==> config.mk <==
export PLATFORM = sky130hd
export DESIGN_NAME = pairing_host_ctrl
export DESIGN_NICKNAME = d
export VERILOG_FILES = /design/src/rtl/pairing_host_ctrl.sv
export SDC_FILE = /design/constraint.sdc
export NUM_CORES = 2
export LEC_CHECK = 0
export CELL_PAD_IN_SITES_DETAIL_PLACEMENT = 1
export CELL_PAD_IN_SITES_GLOBAL_PLACEMENT = 2
export CORE_AREA = 2 2 510 512
export DETAILED_ROUTE_END_ITERATION = 12
export DIE_AREA = 0 0 512 514
export PLACE_DENSITY_LB_ADDON = 0.1
export SKIP_CTS_REPAIR_TIMING = 1
export SYNTH_ARGS = -nofsm -noshare
export SYNTH_HDL_FRONTEND = slang
export SYNTH_SLANG_ARGS = --single-unit
==> constraint.sdc <==
create_clock -name clk -period 11.6 [get_ports clk]
set_clock_uncertainty 0.1 [all_clocks]
set_input_delay 2.32 -clock clk [delete_from_list [all_inputs] [get_ports clk]]
set_output_delay 2.32 -clock clk [all_outputs]
set_load 0.01 [all_outputs]
==> src/rtl/pairing_host_ctrl.sv <==
// Host sequencer for one pairing core: loads operands, kicks the core,
// waits for completion, then streams a result window back out.
// Ports: cmd_* command (latched on start), in_* operand stream, out_* result
// stream, core_* pairing core external port and status, idle/done/err_tmo.
module pairing_host_ctrl #(
  parameter int ADDR_W = 10,
  parameter int DATA_W = 304,
  parameter int RD_LAT = 2,
  parameter int FIFO_D = 4,
  parameter int TMO_W  = 24
) (
  input  logic              clk,
  input  logic              rstn,
  input  logic              start,
  input  logic [3:0]        cmd_func,
  input  logic [ADDR_W-1:0] cmd_in_base,
  input  logic [ADDR_W-1:0] cmd_out_base,
  input  logic [ADDR_W-1:0] cmd_n_in,
  input  logic [ADDR_W-1:0] cmd_n_out,
  input  logic [TMO_W-1:0]  cmd_tmo,
  input  logic              in_valid,
  output logic              in_ready,
  input  logic [DATA_W-1:0] in_data,
  output logic              out_valid,
  input  logic              out_ready,
  output logic [DATA_W-1:0] out_data,
  output logic              out_last,
  output logic              core_run,
  output logic [3:0]        core_n_func,
  output logic              core_extin_en,
  output logic [ADDR_W-1:0] core_extin_addr,
  output logic [DATA_W-1:0] core_extin_data,
  output logic [ADDR_W-1:0] core_extout_addr,
  input  logic [DATA_W-1:0] core_extout_data,
  input  logic              core_busy,
  input  logic              core_endflag,
  output logic              idle,
  output logic              done,
  output logic              err_tmo
);

  localparam int CW = $clog2(FIFO_D + 1);
  localparam int PW = (FIFO_D > 1) ? $clog2(FIFO_D) : 1;
  localparam logic [CW:0] FDEPTH = FIFO_D[CW:0];

  typedef enum logic [2:0] {
    S_IDLE, S_LOAD, S_KICK, S_WAITB, S_RUN, S_DRAIN, S_FIN
  } state_t;

  state_t state;

  logic [3:0]        func_q;
  logic [ADDR_W-1:0] in_base_q, out_base_q;
  logic [ADDR_W-1:0] n_in_q, n_out_q;
  logic [TMO_W-1:0]  tmo_q, tcnt;
  logic [ADDR_W-1:0] k, j, ck, pc, addr_q;
  logic [RD_LAT-1:0] vsr;
  logic [CW-1:0]     fcnt;
  logic [PW-1:0]     wp, rp;
  logic              err_q;
  logic [DATA_W:0]   mem [FIFO_D];

  function automatic logic [CW-1:0] ones(input logic [RD_LAT-1:0] v);
    logic [CW-1:0] s;
    s = '0;
    for (int i = 0; i < RD_LAT; i++) s = s + CW'(v[i]);
    return s;
  endfunction

  logic [CW-1:0]     inflight;
  logic [CW:0]       credit;
  logic              issue, push, pop, tmo_hit, wr_last;
  logic [ADDR_W-1:0] rd_addr;
  state_t            after_run;

  // Reads are only issued while the FIFO can absorb every in-flight word.
  assign inflight  = ones(vsr);
  assign credit    = {1'b0, fcnt} + {1'b0, inflight};
  assign issue     = (state == S_DRAIN) && (j < n_out_q)
                   && (credit < FDEPTH);
  assign rd_addr   = out_base_q + j;
  assign push      = vsr[RD_LAT-1];
  assign pop       = out_valid & out_ready;
  assign wr_last   = (ck == n_out_q - ADDR_W'(1));
  assign tmo_hit   = (tmo_q != '0) && (tcnt >= tmo_q - TMO_W'(1));
  assign after_run = (n_out_q == '0) ? S_FIN : S_DRAIN;

  assign in_ready         = (state == S_LOAD);
  assign core_extin_en    = in_valid & in_ready;
  assign core_extin_addr  = in_ready ? in_base_q + k : '0;
  assign core_extin_data  = core_extin_en ? in_data : '0;
  assign core_extout_addr = issue ? rd_addr : addr_q;
  assign core_run         = (state == S_KICK);
  assign core_n_func      = func_q;
  assign idle             = (state == S_IDLE);
  assign done             = (state == S_FIN);
  assign err_tmo          = err_q;

  assign out_valid = (fcnt != '0);
  assign out_data  = out_valid ? mem[rp][DATA_W-1:0] : '0;
  assign out_last  = out_valid & mem[rp][DATA_W];

  always_ff @(posedge clk) begin
    if (push) mem[wp] <= {wr_last, core_extout_data};
  end

  always_ff @(posedge clk or negedge rstn) begin
    if (!rstn) begin
      state      <= S_IDLE;
      func_q     <= '0;
      in_base_q  <= '0;
      out_base_q <= '0;
      n_in_q     <= '0;
      n_out_q    <= '0;
      tmo_q      <= '0;
      tcnt       <= '0;
      k          <= '0;
      j          <= '0;
      ck         <= '0;
      pc         <= '0;
      addr_q     <= '0;
      vsr        <= '0;
      fcnt       <= '0;
      wp         <= '0;
      rp         <= '0;
      err_q      <= 1'b0;
    end else begin
      vsr  <= (vsr << 1) | RD_LAT'(issue);
      fcnt <= fcnt + CW'(push) - CW'(pop);
      if (issue) begin
        addr_q <= rd_addr;
        j      <= j + ADDR_W'(1);
      end
      if (push) begin
        wp <= (wp == PW'(FIFO_D - 1)) ? '0 : wp + PW'(1);
        ck <= ck + ADDR_W'(1);
      end
      if (pop) begin
        rp <= (rp == PW'(FIFO_D - 1)) ? '0 : rp + PW'(1);
        pc <= pc + ADDR_W'(1);
      end
      unique case (state)
        S_IDLE: if (start) begin
          func_q     <= cmd_func;
          in_base_q  <= cmd_in_base;
          out_base_q <= cmd_out_base;
          n_in_q     <= cmd_n_in;
          n_out_q    <= cmd_n_out;
          tmo_q      <= cmd_tmo;
          tcnt       <= '0;
          k          <= '0;
          j          <= '0;
          ck         <= '0;
          pc         <= '0;
          err_q      <= 1'b0;
          state      <= (cmd_n_in != '0) ? S_LOAD : S_KICK;
        end
        S_LOAD: if (in_valid) begin
          k <= k + ADDR_W'(1);
          if (k == n_in_q - ADDR_W'(1)) state <= S_KICK;
        end
        S_KICK: begin
          tcnt  <= tcnt + TMO_W'(1);
          state <= S_WAITB;
        end
        S_WAITB: begin
          tcnt <= tcnt + TMO_W'(1);
          if (core_busy && core_endflag) state <= after_run;
          else if (core_busy) state <= S_RUN;
          else if (tmo_hit) begin
            err_q <= 1'b1;
            state <= S_FIN;
          end
        end
        S_RUN: begin
          tcnt <= tcnt + TMO_W'(1);
          if (core_endflag || !core_busy) state <= after_run;
          else if (tmo_hit) begin
            err_q <= 1'b1;
            state <= S_FIN;
          end
        end
        S_DRAIN: if (pop && pc == n_out_q - ADDR_W'(1)) state <= S_FIN;
        S_FIN: state <= S_IDLE;
        default: state <= S_IDLE;
      endcase
    end
  end

endmodule

## Word-level counts from Yosys, hierarchy flattened

Memories as Yosys holds them, arrays and structs flattened.
Index checks and enable logic that the tools add are counted.

- Equal/unequal tests: 18
- Mux-type cells: 39
- $lt $le $gt $ge: 3
- Reductions and logical operators: 21
- Add/sub/neg operators: 16
- Bitwise operators: 4

Operators by type and width:

| operator | number |
|---|---|
| two-way mux 304 bit | 2 |
| two-way mux 10 bit | 13 |
| case mux 24 bit (2 select lines) | 1 |
| adder 10 x 1 -> 10 bit (second input constant) | 4 |
| equality test 10 bit | 3 |
| adder 24 x 1 -> 24 bit (second input constant) | 1 |
| >= comparator 24 bit | 1 |
| two-way mux 24 bit | 1 |
| two-way mux 3 bit | 8 |
| nonzero test 24 bit | 1 |
| subtractor 24 x 1 -> 24 bit (second input constant) | 1 |
| adder 10 bit | 2 |
| case mux 10 bit (2 select lines) | 1 |
| subtractor 10 x 1 -> 10 bit (second input constant) | 2 |
| case mux 3 bit (6 select lines) | 1 |
| logical NOT 10 bit | 1 |
| less-than comparator 10 bit | 1 |
| != test 2 bit (second input constant) | 5 |
| nonzero test 10 bit | 1 |
| equality test 3 bit (second input constant) | 3 |
| two-way mux 2 bit | 4 |
| two-way mux 1 bit | 7 |
| equality test 3 x 2 -> 1 bit (second input constant) | 2 |
| nonzero test 3 bit | 2 |
| other kinds (22) | 33 |

- Flip-flop bits (word level): 155
- RAM bits: 1220
- Memories kept: 1

Memories:

| name | depth | bits a word | rd ports | clocked after Yosys merged registers in | write ports | line | RTL |
|---|---|---|---|---|---|---|---|
| mem | 4 | 305 | 1 | 0 | 1 | 61 | `logic [DATA_W:0] mem [FIFO_D];` |

## Logic depth before layout (Yosys ltp)

- Depth after elaboration: 7
- Depth in mapped cells: 14
- Gate-level depth less buffers: 14

## Least setup slack after synthesis

Ideal clock, no wire load.

- Path kind: reg-to-reg
- Start point: register vsr[1]
- End point: memory mem[0][0] in the netlist's numbering (enable)
- Slack: 3163 ps
- Required time: 10796 ps
- Buffers on the path: 1
- Stages on the path, launching flop included: 3
- Arrival: 7633 ps
- Library setup time: 704 ps
- Path through: dfrtp_1 -> clkbuf_1 -> and2_1

- Longest elaborated chain between the ends: 2

RTL lines:

| item | line | RTL |
|---|---|---|
| start, declared | 57 | `logic [RD_LAT-1:0] vsr;` |
| start signal, assigned | 128 | `vsr <= (vsr << 1) \| RD_LAT'(issue);` |
| two-way mux 1 bit | 104 | `if (push) mem[wp] <= {wr_last, core_extout_data};` |
| two-way mux 1 bit (not written as such) | 104 |  |
| end, declared | 61 |  |

Every way passes these cells.

## Worst setup path after layout

- Start point: input in_valid
- End point: output core_extin_data[181]

- Longest elaborated chain between the ends: 2

RTL lines:

| item | line | RTL |
|---|---|---|
| start, declared | 21 | `input logic in_valid,` |
| AND 1 bit | 89 | `assign core_extin_en = in_valid & in_ready;` |
| two-way mux 304 bit | 91 | `assign core_extin_data = core_extin_en ? in_data : '0;` |
| end, declared | 32 | `output logic [DATA_W-1:0] core_extin_data,` |

Every way passes these cells.

==> impl_metrics.csv <==
group,metric,value,unit
setup_path,cp-start-kind,"primary input",
floorplanning,chipWidth,512,um
sta,min_period,7.764,ns
min_path,hp-class,"reg -> reg",
drt,via_count,36439,
cts,cts_sinks,1375,
drt,wl_per_cell,32.37,um
logic_synthesis,ys.flop_type,"edfxtp_1",
logic_synthesis,ys_warn_count,0,
finish,layout-drive-gt1-share,0.1221,
place,pre_cts_ws,3.951,ns
grt,grt.overflow.total,0,
setup_path,worstPathMaxFanout,97,
logic_synthesis,synth_top_cell_area_share,0.6360,
logic_synthesis,netlist_area,57610,um^2
place,gp_congestion,0.8984,
grt,grt_usage,0.1990,
sta,rsz0062_at_grt,"no",
outcome,status,"completed",
cts,cts_tree,"yes",
setup_path,worst-endpoint-arrival,5.34,ns
sta,fin_crit_sh,0.6693,
power,p_total,19070,uW
setup_path,cp-end-kind,"output pin",
power,peakVddDrop,0.0001557,V
setup_path,worstSetupPathType,"in -> out",
sta,slew_headroom,0.1420,
drt,drtAntennaViolNets,0,
finish,fin_util,0.3099,
logic_synthesis,synth_cell_type_count,72,
cts,numCtsBuffers,163,
logic_synthesis,synthCells,3387,
cts,root_buffer,"clkbuf_16",
drt,drc_errors,0,
logic_synthesis,synth-seq-area-share,0.7033,
logic_synthesis,synth_area_leaders,"edfxtp_1, mux4_2, dfrtp_1",
job,maxCapViolCount,0,
sta,fin_ws,3.836,ns
power,p_per_area,238.4,nW/um^2
place,placed_area,74790,um^2
drt,wl,268000,um
drt,firstDrtPassIters,5,
cts,cts_max_path_buffers,3,
sta,drv_slew,0,
sta,final.setup.tns,0,ns
floorplanning,chipHeight,514,um
floorplanning,core,258100,um^2
logic_synthesis,synth_area_per_cell,17.01,um^2
sta,setup_viol,0,
floorplanning,rows,187,
sta,tightest_slew,1.287,ns
finish,area_growth,38.82,%
logic_synthesis,post-synth-top-area-cell,"edfxtp_1",
finish,nets,5464,
power,p_leak,0.02758,uW
setup_path,required,9.18,ns
finish,final_cell_area,79970,um^2
floorplanning,io_pins,1323,
cts,cts.htree.levels,4,
drt,vias_per_cell,4.402,
cts,clkTransAtPathRegs,0.06,ns
floorplanning,start_util,0.2232,
floorplanning,dieArea,263200,um^2
grt,grt_pass1_vias,38901,
grt,grt_antenna_before_repair,197,
sta,clock.fmax,0.1288,GHz
drt,drt-initial-drc-count,2115,
logic_synthesis,synth_nets,4142,
logic_synthesis,synth_edf_count,1220,
grt,grt_max_degree,184,
sta,final_hold_viol_count,0,
place,port_buffers,1322,
place,dpl.hpwl,198800,um
logic_synthesis,ys_ff_latch,1375,
grt,grt_pass1_wl,358700,um
cts,clock_latency,0.80,ns
logic_synthesis,async_flop_share,0.1127,
==> kinds of logic after synthesis <==
logic type / after synthesis / synth area share
AO/OA/AOI/OAI: 158 / 0.01827
multiplexers: 321 / 0.1222
XOR/XNOR: 118 / 0.01855
buffers and inverters: 247 / 0.01662
flip-flops: 1375 / 0.7033
AND/OR/NAND/NOR: 1096 / 0.1051
adder cells (fa/ha/maj): 72 / 0.01603
==> placed cells by master (no fill, tap or decap), drive strengths merged, types with 5 or more instances in the layout <==
| master | Yosys | layout |
|---|---|---|
| a2111o | 8 | 8 |
| a21o | 10 | 10 |
| a21oi | 36 | 36 |
| a31oi | 8 | 8 |
| and2 | 313 | 313 |
| and3 | 316 | 316 |
| buf | 53 | 42 |
| bufinv | 0 | 5 |
| clkbuf | 153 | 211 |
| clkdlybuf4s50 | 0 | 1321 |
| clkinv | 0 | 72 |
| dfrtp | 155 | 155 |
| diode | 0 | 36 |
| edfxtp | 1220 | 1220 |
| ha | 69 | 69 |
| inv | 41 | 47 |
| mux2 | 8 | 8 |
| mux2i | 8 | 8 |
| mux4 | 305 | 305 |
| nand2 | 236 | 236 |
| nand2b | 12 | 12 |
| nand3 | 27 | 27 |
| nand4 | 25 | 25 |
| nor2 | 93 | 93 |
| nor2b | 7 | 7 |
| nor3 | 24 | 24 |
| nor4 | 16 | 16 |
| o211ai | 7 | 7 |
| o21ai | 52 | 52 |
| or3 | 12 | 12 |
| xnor2 | 63 | 63 |
| xor2 | 53 | 53 |
==> cell usage after synthesis (all sizes together) (10+ instances only) <==
| cell type | count |
|---|---|
| edfxtp | 1220 |
| a21oi | 36 |
| ha | 69 |
| nand2b | 12 |
| nand4 | 25 |
| nor2 | 93 |
| o21ai | 52 |
| and2 | 313 |
| a21o | 10 |
| nor4 | 16 |
| inv | 41 |
| and3 | 316 |
| clkbuf | 153 |
| or3 | 12 |
| mux4 | 305 |
| xor2 | 53 |
| xnor2 | 63 |
| nor3 | 24 |
| buf | 53 |
| nand2 | 236 |
| nand3 | 27 |
| dfrtp | 155 |
==> per-layer routing <==
metal,GRT usage,vias up,routed length (um)
met5,0,-,669
li1,-,15805,-
met4,0.02939,104,4575
met2,0.3002,1239,117300
met3,0.08842,416,26860
met1,0.2667,18875,118600
==> worst max-delay path, cell delays in order <==
cell and delay, ns:
clkdlybuf4s50_1 0.49, nor2b_4 0.60, buf_4 0.82, and3_1 0.30, clkdlybuf4s50_1 0.64
==> power breakdown <==
part | leakage, uW | internal (uW) | switching [uW]
registers | 0.0130 | 5880 | 330
logic | 0.0121 | 3700 | 4240
clock network | 0.00246 | 2750 | 2160
==> through the flow <==
| step | instances | hold slack, ns |
|---|---|---|
| floorplan | 3387 | 0.2597 |
| global placement | 7946 | 0.2832 |
| detailed placement | 7946 | 0.2895 |
| CTS | 8242 | 0.3030 |
| global route | 8243 | 0.3153 |
| finish | 8278 | 0.2934 |
==> state kept, by name (all words and copies together) (netlist names) <==
signal,cells
wp,2
k,10
tmo_q,24
n_out_q,10
vsr,2
ck,10
state,3
in_base_q,10
rp,2
core_n_func,4
n_in_q,10
err_tmo,1
fcnt,3
pc,10
tcnt,24
addr_q,10
out_base_q,10
mem,1220
j,10
==> area by class of cell <==
type / instances / area (um^2)
fillers: 26720 / 178100
flip-flops and latches: 1375 / 40520
multi-input cells: 1765 / 16170
repair buffers: 1363 / 13680
clock buffers: 211 / 4289
well taps: 3402 / 4257
clock inverters: 85 / 807.0
inverters: 41 / 153.9
diodes: 36 / 90.09
==> final timing paths <==
| path | start | cells after the start | to | slack, ns |
|---|---|---|---|---|
| worst max-delay path | in_valid | 5 | core_extin_data[181] | 3.84 |
| worst min-delay path | vsr[0] | 0 | vsr[1] | 0.29 |
| worst max register to register | n_out_q[8] | 7 | addr_q[3] | 7.52 |
| worst min register to register | vsr[0] | 0 | vsr[1] | 0.29 |
| max in group asynchronous | rstn | 2 | rp[1] | 8.67 |
| min in group asynchronous | rstn | 1 | core_n_func[0] | 1.38 |
(Power assumes the default switching activity.)
